`config.mk`:
```
export PLATFORM = sky130hd
export DESIGN_NAME = core_alu_seq
export DESIGN_NICKNAME = d
export VERILOG_FILES = /design/src/rtl/core_alu_seq_pkg.sv /design/src/rtl/core_alu.sv /design/src/rtl/core_alu_seq.sv
export SDC_FILE = /design/constraint.sdc
export NUM_CORES = 1
export LEC_CHECK = 0
export ABC_AREA = 1
export CELL_PAD_IN_SITES_DETAIL_PLACEMENT = 0
export CELL_PAD_IN_SITES_GLOBAL_PLACEMENT = 1
export CORE_MARGIN = 2
export CORE_UTILIZATION = 41
export DETAILED_ROUTE_END_ITERATION = 8
export PLACE_DENSITY_LB_ADDON = 0.08
export SLEW_MARGIN = 0
export SYNTH_ARGS = -nofsm -noshare
export SYNTH_HDL_FRONTEND = slang
export SYNTH_SLANG_ARGS = --single-unit
```
`constraint.sdc`:
```
create_clock -name clk -period 7.5 [get_ports clk]
set_input_delay 0.75 -clock clk [delete_from_list [all_inputs] [get_ports clk]]
set_output_delay 0.75 -clock clk [all_outputs]
set_load 0.005 [all_outputs]
```
`src/rtl/core_alu_seq_pkg.sv`:
```
// Shared ALU types for the chunked sequencer: opcodes, PSR flags, and the per-chunk op remap
// that any multi-cycle sequencer can reuse.
package core_alu_seq_pkg;

  typedef enum logic [3:0] {
    ALU_AND = 4'h0,
    ALU_EOR = 4'h1,
    ALU_SUB = 4'h2,
    ALU_RSB = 4'h3,
    ALU_ADD = 4'h4,
    ALU_ADC = 4'h5,
    ALU_SBC = 4'h6,
    ALU_RSC = 4'h7,
    ALU_TST = 4'h8,
    ALU_TEQ = 4'h9,
    ALU_CMP = 4'hA,
    ALU_CMN = 4'hB,
    ALU_ORR = 4'hC,
    ALU_MOV = 4'hD,
    ALU_BIC = 4'hE,
    ALU_MVN = 4'hF
  } alu_op;

  typedef struct packed {
    logic n;
    logic z;
    logic c;
    logic v;
  } psr_flags;

  function automatic logic is_arith(alu_op op);
    unique case (op)
      ALU_ADD, ALU_ADC, ALU_SUB, ALU_SBC,
      ALU_RSB, ALU_RSC, ALU_CMP, ALU_CMN: is_arith = 1'b1;
      default:                            is_arith = 1'b0;
    endcase
  endfunction

  // Upper chunks must consume the carry of the chunk below, so fixed-carry ops become
  // their carry-in variants; logical/move ops pass through untouched.
  function automatic alu_op chunk_op(alu_op op, logic first_chunk);
    chunk_op = op;
    if (!first_chunk) begin
      unique case (op)
        ALU_ADD, ALU_ADC, ALU_CMN: chunk_op = ALU_ADC;
        ALU_SUB, ALU_SBC, ALU_CMP: chunk_op = ALU_SBC;
        ALU_RSB, ALU_RSC:          chunk_op = ALU_RSC;
        default:                   chunk_op = op;
      endcase
    end
  endfunction

endpackage

```
`src/rtl/core_alu.sv`:
```
// Combinational W-bit ALU slice: result, carry out and signed overflow.
module core_alu
  import core_alu_seq_pkg::*;
#(
  parameter int unsigned W = 16
) (
  input  alu_op          i_op,
  input  logic [W-1:0]   i_a,
  input  logic [W-1:0]   i_b,
  input  logic           i_c,
  output logic [W-1:0]   o_q,
  output logic           o_c,
  output logic           o_v
);

  logic [W-1:0] w_x;
  logic [W-1:0] w_y;
  logic         w_ci;
  logic [W:0]   w_sum;

  always_comb begin
    w_x  = i_a;
    w_y  = i_b;
    w_ci = 1'b0;
    unique case (i_op)
      ALU_ADD, ALU_CMN: w_ci = 1'b0;
      ALU_ADC:          w_ci = i_c;
      ALU_SUB, ALU_CMP: begin w_y = ~i_b; w_ci = 1'b1; end
      ALU_SBC:          begin w_y = ~i_b; w_ci = i_c;  end
      ALU_RSB:          begin w_x = i_b; w_y = ~i_a; w_ci = 1'b1; end
      ALU_RSC:          begin w_x = i_b; w_y = ~i_a; w_ci = i_c;  end
      default:          w_ci = 1'b0;
    endcase
  end

  assign w_sum = {1'b0, w_x} + {1'b0, w_y} + {{W{1'b0}}, w_ci};

  always_comb begin
    o_q = w_sum[W-1:0];
    o_c = w_sum[W];
    o_v = (w_x[W-1] == w_y[W-1]) && (w_sum[W-1] != w_x[W-1]);
    if (!is_arith(i_op)) begin
      o_c = i_c;
      o_v = 1'b0;
      unique case (i_op)
        ALU_AND, ALU_TST: o_q = i_a & i_b;
        ALU_EOR, ALU_TEQ: o_q = i_a ^ i_b;
        ALU_ORR:          o_q = i_a | i_b;
        ALU_MOV:          o_q = i_b;
        ALU_BIC:          o_q = i_a & ~i_b;
        ALU_MVN:          o_q = ~i_b;
        default:          o_q = i_a & i_b;
      endcase
    end
  end

endmodule

```
`src/rtl/core_alu_seq.sv`:
```
// Runs one DATA_W-bit ALU op through a CHUNK_W-bit core_alu, LSB chunk first, chaining carry
// and folding Z across chunks; result is held until the consumer handshakes.
module core_alu_seq
  import core_alu_seq_pkg::*;
#(
  parameter int unsigned DATA_W  = 32,
  parameter int unsigned CHUNK_W = 16
) (
  input  logic              clk,
  input  logic              rst_n,
  input  logic              flush,
  input  logic              in_valid,
  output logic              in_ready,
  input  alu_op             in_op,
  input  logic [DATA_W-1:0] in_a,
  input  logic [DATA_W-1:0] in_b,
  input  logic              in_c_in,
  output logic              out_valid,
  input  logic              out_ready,
  output logic [DATA_W-1:0] out_q,
  output psr_flags          out_nzcv,
  output logic              out_v_valid
);

  localparam int unsigned N  = DATA_W / CHUNK_W;
  localparam int unsigned KW = (N > 1) ? $clog2(N) : 1;
  localparam logic [KW-1:0] K_LAST = KW'(N - 1);

  localparam logic [1:0] ST_IDLE = 2'd0;
  localparam logic [1:0] ST_RUN  = 2'd1;
  localparam logic [1:0] ST_DONE = 2'd2;

  logic [1:0]        r_state;
  logic [KW-1:0]     r_k;
  alu_op             r_op;
  logic [DATA_W-1:0] r_a;
  logic [DATA_W-1:0] r_b;
  logic              r_c;
  logic              r_z;
  logic [DATA_W-1:0] r_q;
  psr_flags          r_nzcv;
  logic              r_v_valid;

  logic [CHUNK_W-1:0] w_a_chunk;
  logic [CHUNK_W-1:0] w_b_chunk;
  logic [CHUNK_W-1:0] w_q;
  logic               w_c;
  logic               w_v;
  logic               w_last;
  alu_op              w_op;

  assign w_last    = (r_k == K_LAST);
  assign w_op      = chunk_op(r_op, r_k == '0);
  assign w_a_chunk = r_a[int'(r_k)*CHUNK_W +: CHUNK_W];
  assign w_b_chunk = r_b[int'(r_k)*CHUNK_W +: CHUNK_W];

  // r_c starts as the issued C and then carries chunk C; logical ops return C unchanged.
  core_alu #(
    .W(CHUNK_W)
  ) u_core_alu (
    .i_op(w_op),
    .i_a (w_a_chunk),
    .i_b (w_b_chunk),
    .i_c (r_c),
    .o_q (w_q),
    .o_c (w_c),
    .o_v (w_v)
  );

  always_ff @(posedge clk) begin
    if (!rst_n) begin
      r_state   <= ST_IDLE;
      r_k       <= '0;
      r_op      <= ALU_AND;
      r_a       <= '0;
      r_b       <= '0;
      r_c       <= 1'b0;
      r_z       <= 1'b1;
      r_q       <= '0;
      r_nzcv    <= '0;
      r_v_valid <= 1'b0;
    end else if (flush) begin
      r_state <= ST_IDLE;
    end else begin
      case (r_state)
        ST_IDLE: begin
          if (in_valid) begin
            r_op      <= in_op;
            r_a       <= in_a;
            r_b       <= in_b;
            r_c       <= in_c_in;
            r_k       <= '0;
            r_z       <= 1'b1;
            r_v_valid <= is_arith(in_op);
            r_state   <= ST_RUN;
          end
        end
        ST_RUN: begin
          r_q[int'(r_k)*CHUNK_W +: CHUNK_W] <= w_q;
          r_c <= w_c;
          r_z <= r_z & (w_q == '0);
          r_k <= r_k + 1'b1;
          if (w_last) begin
            r_nzcv  <= '{n: w_q[CHUNK_W-1], z: r_z & (w_q == '0), c: w_c,
                         v: w_v & r_v_valid};
            r_state <= ST_DONE;
          end
        end
        ST_DONE: begin
          if (out_ready) r_state <= ST_IDLE;
        end
        default: r_state <= ST_IDLE;
      endcase
    end
  end

  assign in_ready    = (r_state == ST_IDLE);
  assign out_valid   = (r_state == ST_DONE);
  assign out_q       = r_q;
  assign out_nzcv    = r_nzcv;
  assign out_v_valid = r_v_valid;

endmodule

```
==> results.sh, run 1 <==
export IMPL_slew_headroom=0.445
export IMPL_area_sequential_mm2=0.00220
export IMPL_fin_skew_ns=0.0151
export IMPL_cts_tree="done"
export IMPL_yosys_top_cells_area="dfxtp_1 30%, nand2_1 16%, o21ai_0 9.8%, nor2_1 9.2%, inv_1 6.5%"
export IMPL_htreeDepth=3
export IMPL_rsz0062_at_grt="false"
export IMPL_finalHoldViolCount=0
export IMPL_dr_pass1_iters=5
export IMPL_multi_input_area_mm2=0.00426
export IMPL_syn_to_final_growth_pct=19.8
export IMPL_gr_total_overflow=0
export IMPL_r2r_start="r_k$_SDFFE_PN0P_"
export IMPL_synth_area_mm2=0.00729
export IMPL_clkTransAtPathRegs_ns=0.08
export IMPL_grt_pass1_vias=6969
export IMPL_dp_hpwl_um=17200
export IMPL_die_w_um=137
export IMPL_initial_core_util=0.420
export IMPL_cts_resized_gates=0
export IMPL_synth_distinct_cells=44
export IMPL_tns_ns=0
export IMPL_numPortBuffers=112
export IMPL_end_kind="flip-flop"
export IMPL_yosysTopAreaCell="dfxtp_1"
export IMPL_min_path_type="reg2reg"
export IMPL_path_max_fanout=35
export IMPL_final_setup_viol_count=0
export IMPL_ys_warn_count=0
export IMPL_antenna_found_initial=0
export IMPL_critical_path_class="reg2reg"
export IMPL_min_from="out_q[31]$_SDFFE_PN0P_"
export IMPL_synth_area_per_cell_um2=6.15
export IMPL_drtIter0Drc=471
export IMPL_cts_root_buf="clkbuf_16"
export IMPL_ys_ff_latch=110
export IMPL_fin_util=0.503
export IMPL_ios=113
export IMPL_startpoint="r_k$_SDFFE_PN0P_"
export IMPL_status="finished clean"
export IMPL_drc=0
export IMPL_worstMarginPinSlew_ns=0.833
export IMPL_async_reset_ff_frac=0
export IMPL_fin_crit_sh=0.555
export IMPL_die_area_mm2=0.0189
export IMPL_slew_violations=0
export IMPL_wirelength_um=23300
export IMPL_critPathArrivalTime_ns=4.47
export IMPL_grtUsageTotal=0.254
export IMPL_grt_pass1_wl_um=37200
export IMPL_vias=7585
export IMPL_syn_nets=1291
export IMPL_min_period_ns=4.16
export IMPL_synth_edff_count=0
export IMPL_clock_latency_ns=0.36
export IMPL_cts_hold_buf=0
export IMPL_cts_buffer_depth=2
export IMPL_drive_gt1_frac=0.0460
export IMPL_grt_max_degree=99
export IMPL_fmax_mhz=240
export IMPL_gp_congestion=0.923
export IMPL_cts_buffers=9
export IMPL_clkSinkCount=110
export IMPL_yosysSeqAreaShare=0.302
export IMPL_core_area_mm2=0.0174
export IMPL_viasPerCell=5.10
export IMPL_fill_cells=1838
export IMPL_cts_setup_buffers=0
export IMPL_layout_nets=1364
export IMPL_start_kind="flip-flop"
export IMPL_synthCells=1184
export IMPL_ant_nets=0
export IMPL_yosys_top_cells_count="319 x nand2_1, 178 x nor2_1, 143 x o21ai_0, 126 x inv_1, 110 x dfxtp_1"
export IMPL_power_density_mw_per_mm2=171
export IMPL_p_leak_nw=4.13
export IMPL_ir_drop_mv=0.112
export IMPL_max_cap_violations=0
export IMPL_cp_required_ns=7.81
export IMPL_insertedDiodeCount=0
export IMPL_ys_flop_type="dfxtp_1"
export IMPL_yosysMostFrequentCell="nand2_1"
export IMPL_synth_top_area_share=0.302
export IMPL_row_count=48
export IMPL_routedWlPerCell_um=15.7
export IMPL_die_y_um=137
export IMPL_reg2reg_slack_ns=3.34
per-layer routing:
| layer | global-route usage | vias up | part of all wire |
|---|---|---|---|
| met5 | 0 | - | 0 |
| met4 | 0.0830 | 0 | 0.024 |
| met3 | 0.0438 | 25 | 0.050 |
| met2 | 0.382 | 226 | 0.43 |
| met1 | 0.366 | 3388 | 0.50 |
| li1 | - | 3946 | - |
flip-flops by register name (all words and copies together) (netlist names):
name	cells
out_nzcv	4
r_state	2
r_z	1
r_c	1
out_q	32
r_op	4
r_b	32
r_k	1
r_a	32
out_v_valid	1
report_power, final:
group	internal, mW	switching (mW)	total, mW
sequential	0.615	0.0210	0.635
combinational	0.145	0.242	0.387
clock	0.232	0.234	0.467
total	0.992	0.497	1.49
kinds of logic after synthesis:
group                      count (synthesis)  share of synthesized area
DFF                                      110                      0.302
AOI/OAI and AO/OA                        253                      0.190
adders and majority gates                 33                     0.0587
and+or+nand+nor                          583                      0.326
muxes                                      2                    0.00275
xor gates and xnor gates                   6                    0.00721
buffers and inverters                    197                      0.114
final timing paths:
| check | endpoint | depth (start not counted) |
|---|---|---|
| hold / removal | out_q[31]$_SDFFE_PN0P_ | 2 |
| hold reg to reg | out_q[31]$_SDFFE_PN0P_ | 2 |
| setup / recovery | r_z$_SDFFE_PN1P_ | 21 |
| setup reg to reg | r_z$_SDFFE_PN1P_ | 21 |
layout by cell type, fill, tap and decap left out, types with 3 or more instances in the layout:
cell             instances
dfxtp_1                110
nand2_4                  3
o21ai_1                 13
o21ai_2                  3
inv_1                  126
nand4_1                 18
o21a_1                   4
a22oi_1                 14
o21ai_0                143
inv_2                   11
nor2_1                 176
or2_2                    7
a21oi_1                 53
o21bai_1                 3
o211ai_1                11
xnor2_1                  5
ha_1                    31
clkbuf_16                9
buf_4                    8
clkdlybuf4s50_1        111
nand2_1                319
and2_1                   3
nand3_1                 48
critical path, stage by stage (launching register included):
cell	delay, ns
dfxtp_1	0.68
buf_4	0.43
inv_4	0.22
o311ai_0	0.33
a32oi_1	0.19
fa_1	0.46
fa_1	0.42
inv_1	0.13
nand3_1	0.08
nand3_1	0.14
nand3_1	0.13
nand3_1	0.09
nand2_1	0.05
nand3_1	0.07
nand2_1	0.14
nor2_1	0.14
nand2_1	0.06
nor2_1	0.08
nand3_1	0.08
nand2_1	0.06
nand2_1	0.05
nand2_1	0.04
stage by stage:
stage	setup WS (ns)	power (mW)	hold WS [ns]	instance area [µm²]	std cells
global route	2.85	1.58	0.477	8730	1487
detailed placement	3.40	1.03	0.457	8450	1471
CTS	3.38	1.50	0.469	8730	1487
global placement	3.44	1.03	0.450	8450	1471
finish	3.34	1.49	0.468	8730	1487
floorplan	4.27	0.894	0.429	7290	1184
area by class of cell:
cell class,count,area share
timing repair buffer,120,0.135
multi-input combinational,877,0.488
clock buffer,10,0.0262
tap,225,0.0322
inverter,139,0.0603
clock inverter,6,0.00616
sequential,110,0.252
Note: power is estimated with default switching activity, not from simulation.
==> run 2, diff against run 1 <==
--- a/config.mk
+++ b/config.mk
@@ -9,7 +9,7 @@
 export CELL_PAD_IN_SITES_DETAIL_PLACEMENT = 0
 export CELL_PAD_IN_SITES_GLOBAL_PLACEMENT = 1
 export CORE_MARGIN = 2
-export CORE_UTILIZATION = 41
+export CORE_UTILIZATION = 38
 export DETAILED_ROUTE_END_ITERATION = 8
 export PLACE_DENSITY_LB_ADDON = 0.08
 export SLEW_MARGIN = 0
==> constraint.sdc (replaced) <==
create_clock -name clk -period 4.34 [get_ports clk]
set_input_delay 0.434 -clock clk [delete_from_list [all_inputs] [get_ports clk]]
set_output_delay 0.434 -clock clk [all_outputs]
set_load 0.005 [all_outputs]
==> run 2 against run 1 <==
  * Core utilization down 3.4 points
  * Die area up 7.7%
  * Total power up 76%
  * Clock power up 82%
  * Worst setup slack worse by 2.6 ns
==> results.sh, run 2 (synthesized netlist as in run 1, its figures left out) <==
export IMPL_status="finished clean"
export IMPL_grt_pass1_wl_um=37900
export IMPL_wirelength_um=23500
export IMPL_clkTransAtPathRegs_ns=0.08
export IMPL_cts_setup_buffers=0
export IMPL_dr_pass1_iters=6
export IMPL_antenna_found_initial=1
export IMPL_holdWs_ns=0.469
export IMPL_p_leak_nw=4.16
export IMPL_die_y_um=142
export IMPL_drtIter0Drc=472
export IMPL_rr_worst_depth=19
export IMPL_gp_congestion=0.932
export IMPL_slowest_stage="dfxtp_1"
export IMPL_syn_to_final_growth_pct=20.9
export IMPL_cts_hold_buf=0
export IMPL_path_max_fanout=9
export IMPL_cts_resized_gates=0
export IMPL_max_stage_delay_ns=0.60
export IMPL_drive_gt1_frac=0.0498
export IMPL_cts_buffers=9
export IMPL_ir_drop_mv=0.177
export IMPL_final_cell_mix="319 x nand2_1, 176 x nor2_1, 143 x o21ai_0"
export IMPL_layout_nets=1368
export IMPL_critical_path_class="reg2reg"
export IMPL_routedWlPerCell_um=15.7
export IMPL_numPortBuffers=112
export IMPL_initial_core_util=0.388
export IMPL_grt_pass1_vias=7032
export IMPL_dp_hpwl_um=18000
export IMPL_end_kind="flip-flop"
export IMPL_fin_util=0.469
export IMPL_tns_ns=0
export IMPL_row_count=50
export IMPL_cts_buffer_depth=2
export IMPL_finalHoldViolCount=0
export IMPL_die_w_um=142
export IMPL_ios=113
export IMPL_final_setup_viol_count=0
export IMPL_min_path_type="reg2reg"
export IMPL_place_inst=1484
export IMPL_path_common_cell="nand2_1"
export IMPL_cp_cell_sequence="inv_2, nand3_1, nand2_1, inv_1, o21ai_0, fa_1, fa_1, inv_1, nand3_1, nand3_1, xnor2_1, nand2_1, nand2_1, nand2_1, nor2_1, nand2_1, nor2_1, nand3_1, a21oi_1"
export IMPL_final_common_cell="nand2_1"
export IMPL_rsz0062_at_grt="false"
export IMPL_core_area_mm2=0.0188
export IMPL_vias=7528
export IMPL_grt_max_degree=69
export IMPL_die_area_mm2=0.0203
export IMPL_worst_slack_ns=0.736
export IMPL_fin_crit_sh=0.830
export IMPL_clock_latency_ns=0.37
export IMPL_crit_end="out_nzcv[2]$_SDFFE_PN0P_"
export IMPL_slew_headroom=0.332
export IMPL_cts_root_buf="clkbuf_16"
export IMPL_worstReg2RegEnd="out_nzcv[2]$_SDFFE_PN0P_"
export IMPL_ant_nets=0
export IMPL_drc=0
export IMPL_stdcell_count=1501
export IMPL_power_density_mw_per_mm2=297
export IMPL_reg2reg_slack_ns=0.74
export IMPL_min_period_ns=3.60
export IMPL_slew_violations=0
export IMPL_start_kind="flip-flop"
export IMPL_startpoint="r_op[2]$_SDFFE_PN0P_"
export IMPL_cts_tree="done"
export IMPL_clkSinkCount=110
export IMPL_critPathArrivalTime_ns=3.91
export IMPL_worstMarginPinSlew_ns=1.00
export IMPL_grtUsageTotal=0.239
export IMPL_max_cap_violations=0
export IMPL_fmax_mhz=277
export IMPL_cp_required_ns=4.64
export IMPL_gr_total_overflow=0
export IMPL_fin_skew_ns=0.0107
export IMPL_viasPerCell=5.02
export IMPL_place_ws_ns=0.797
export IMPL_r2r_start="r_op[2]$_SDFFE_PN0P_"
export IMPL_htreeDepth=3
-- run 2: changes by cell type in the layout (fill, tap and decap cells not counted), sizes merged --
cell      previous run  this run
buf                  9        13
clkinv               3         2
clkinvlp             0         1
diode                0         1
-- run 2: layout make-up --
cell class / instances / area [µm²]
well taps: 234 / 293
clock inverters: 6 / 61.3
diodes: 1 / 2.50
clock buffers: 10 / 239
flip-flops and latches: 110 / 2200
fillers: 2025 / 9960
inverters: 139 / 527
multi-input cells: 877 / 4270
repair buffers: 124 / 1220
-- run 2: worst min path at each step --
stage,startpoint,endpoint,depth (start not counted)
floorplan,r_a[16]$_SDFFE_PN0P_,r_a[16]$_SDFFE_PN0P_,2
global placement,out_nzcv[3]$_SDFFE_PN0P_,out_nzcv[3]$_SDFFE_PN0P_,2
detailed placement,out_q[31]$_SDFFE_PN0P_,out_q[31]$_SDFFE_PN0P_,2
CTS,out_q[31]$_SDFFE_PN0P_,out_q[31]$_SDFFE_PN0P_,2
global route,r_b[23]$_SDFFE_PN0P_,r_b[23]$_SDFFE_PN0P_,2
finish,out_nzcv[3]$_SDFFE_PN0P_,out_nzcv[3]$_SDFFE_PN0P_,2
-- run 2: worst max-delay path: cells and delay by family (launching register included) --
| kind | cells | cell delay, ns |
|---|---|---|
| xor+xnor | 1 | 0.14 |
| buf+inv | 3 | 0.50 |
| flops | 1 | 0.60 |
| simple gates | 11 | 1.14 |
| fa+ha+maj | 2 | 0.88 |
| compound gates | 2 | 0.28 |
-- run 2: power by group --
group          total (mW)  switching (mW)  internal, mW  leakage (nW)
clock               0.848           0.428         0.420         0.144
combinational       0.672           0.415         0.257          3.12
sequential           1.10          0.0382          1.06         0.900
total                2.62           0.881          1.74          4.16
-- run 2: per-stage QoR --
stage | cell area, µm² | power [mW]
detailed placement | 8510 | 1.79
global placement | 8510 | 1.79
floorplan | 7290 | 1.54
CTS | 8810 | 2.64
finish | 8810 | 2.62
global route | 8810 | 2.77
-- run 2: layer usage --
layer / part of all wire / GRT usage / routed length [µm]
met5: 0 / 0 / 0
met4: 0.020 / 0.0792 / 476
met3: 0.063 / 0.0498 / 1480
met2: 0.42 / 0.354 / 9940
met1: 0.49 / 0.343 / 11600
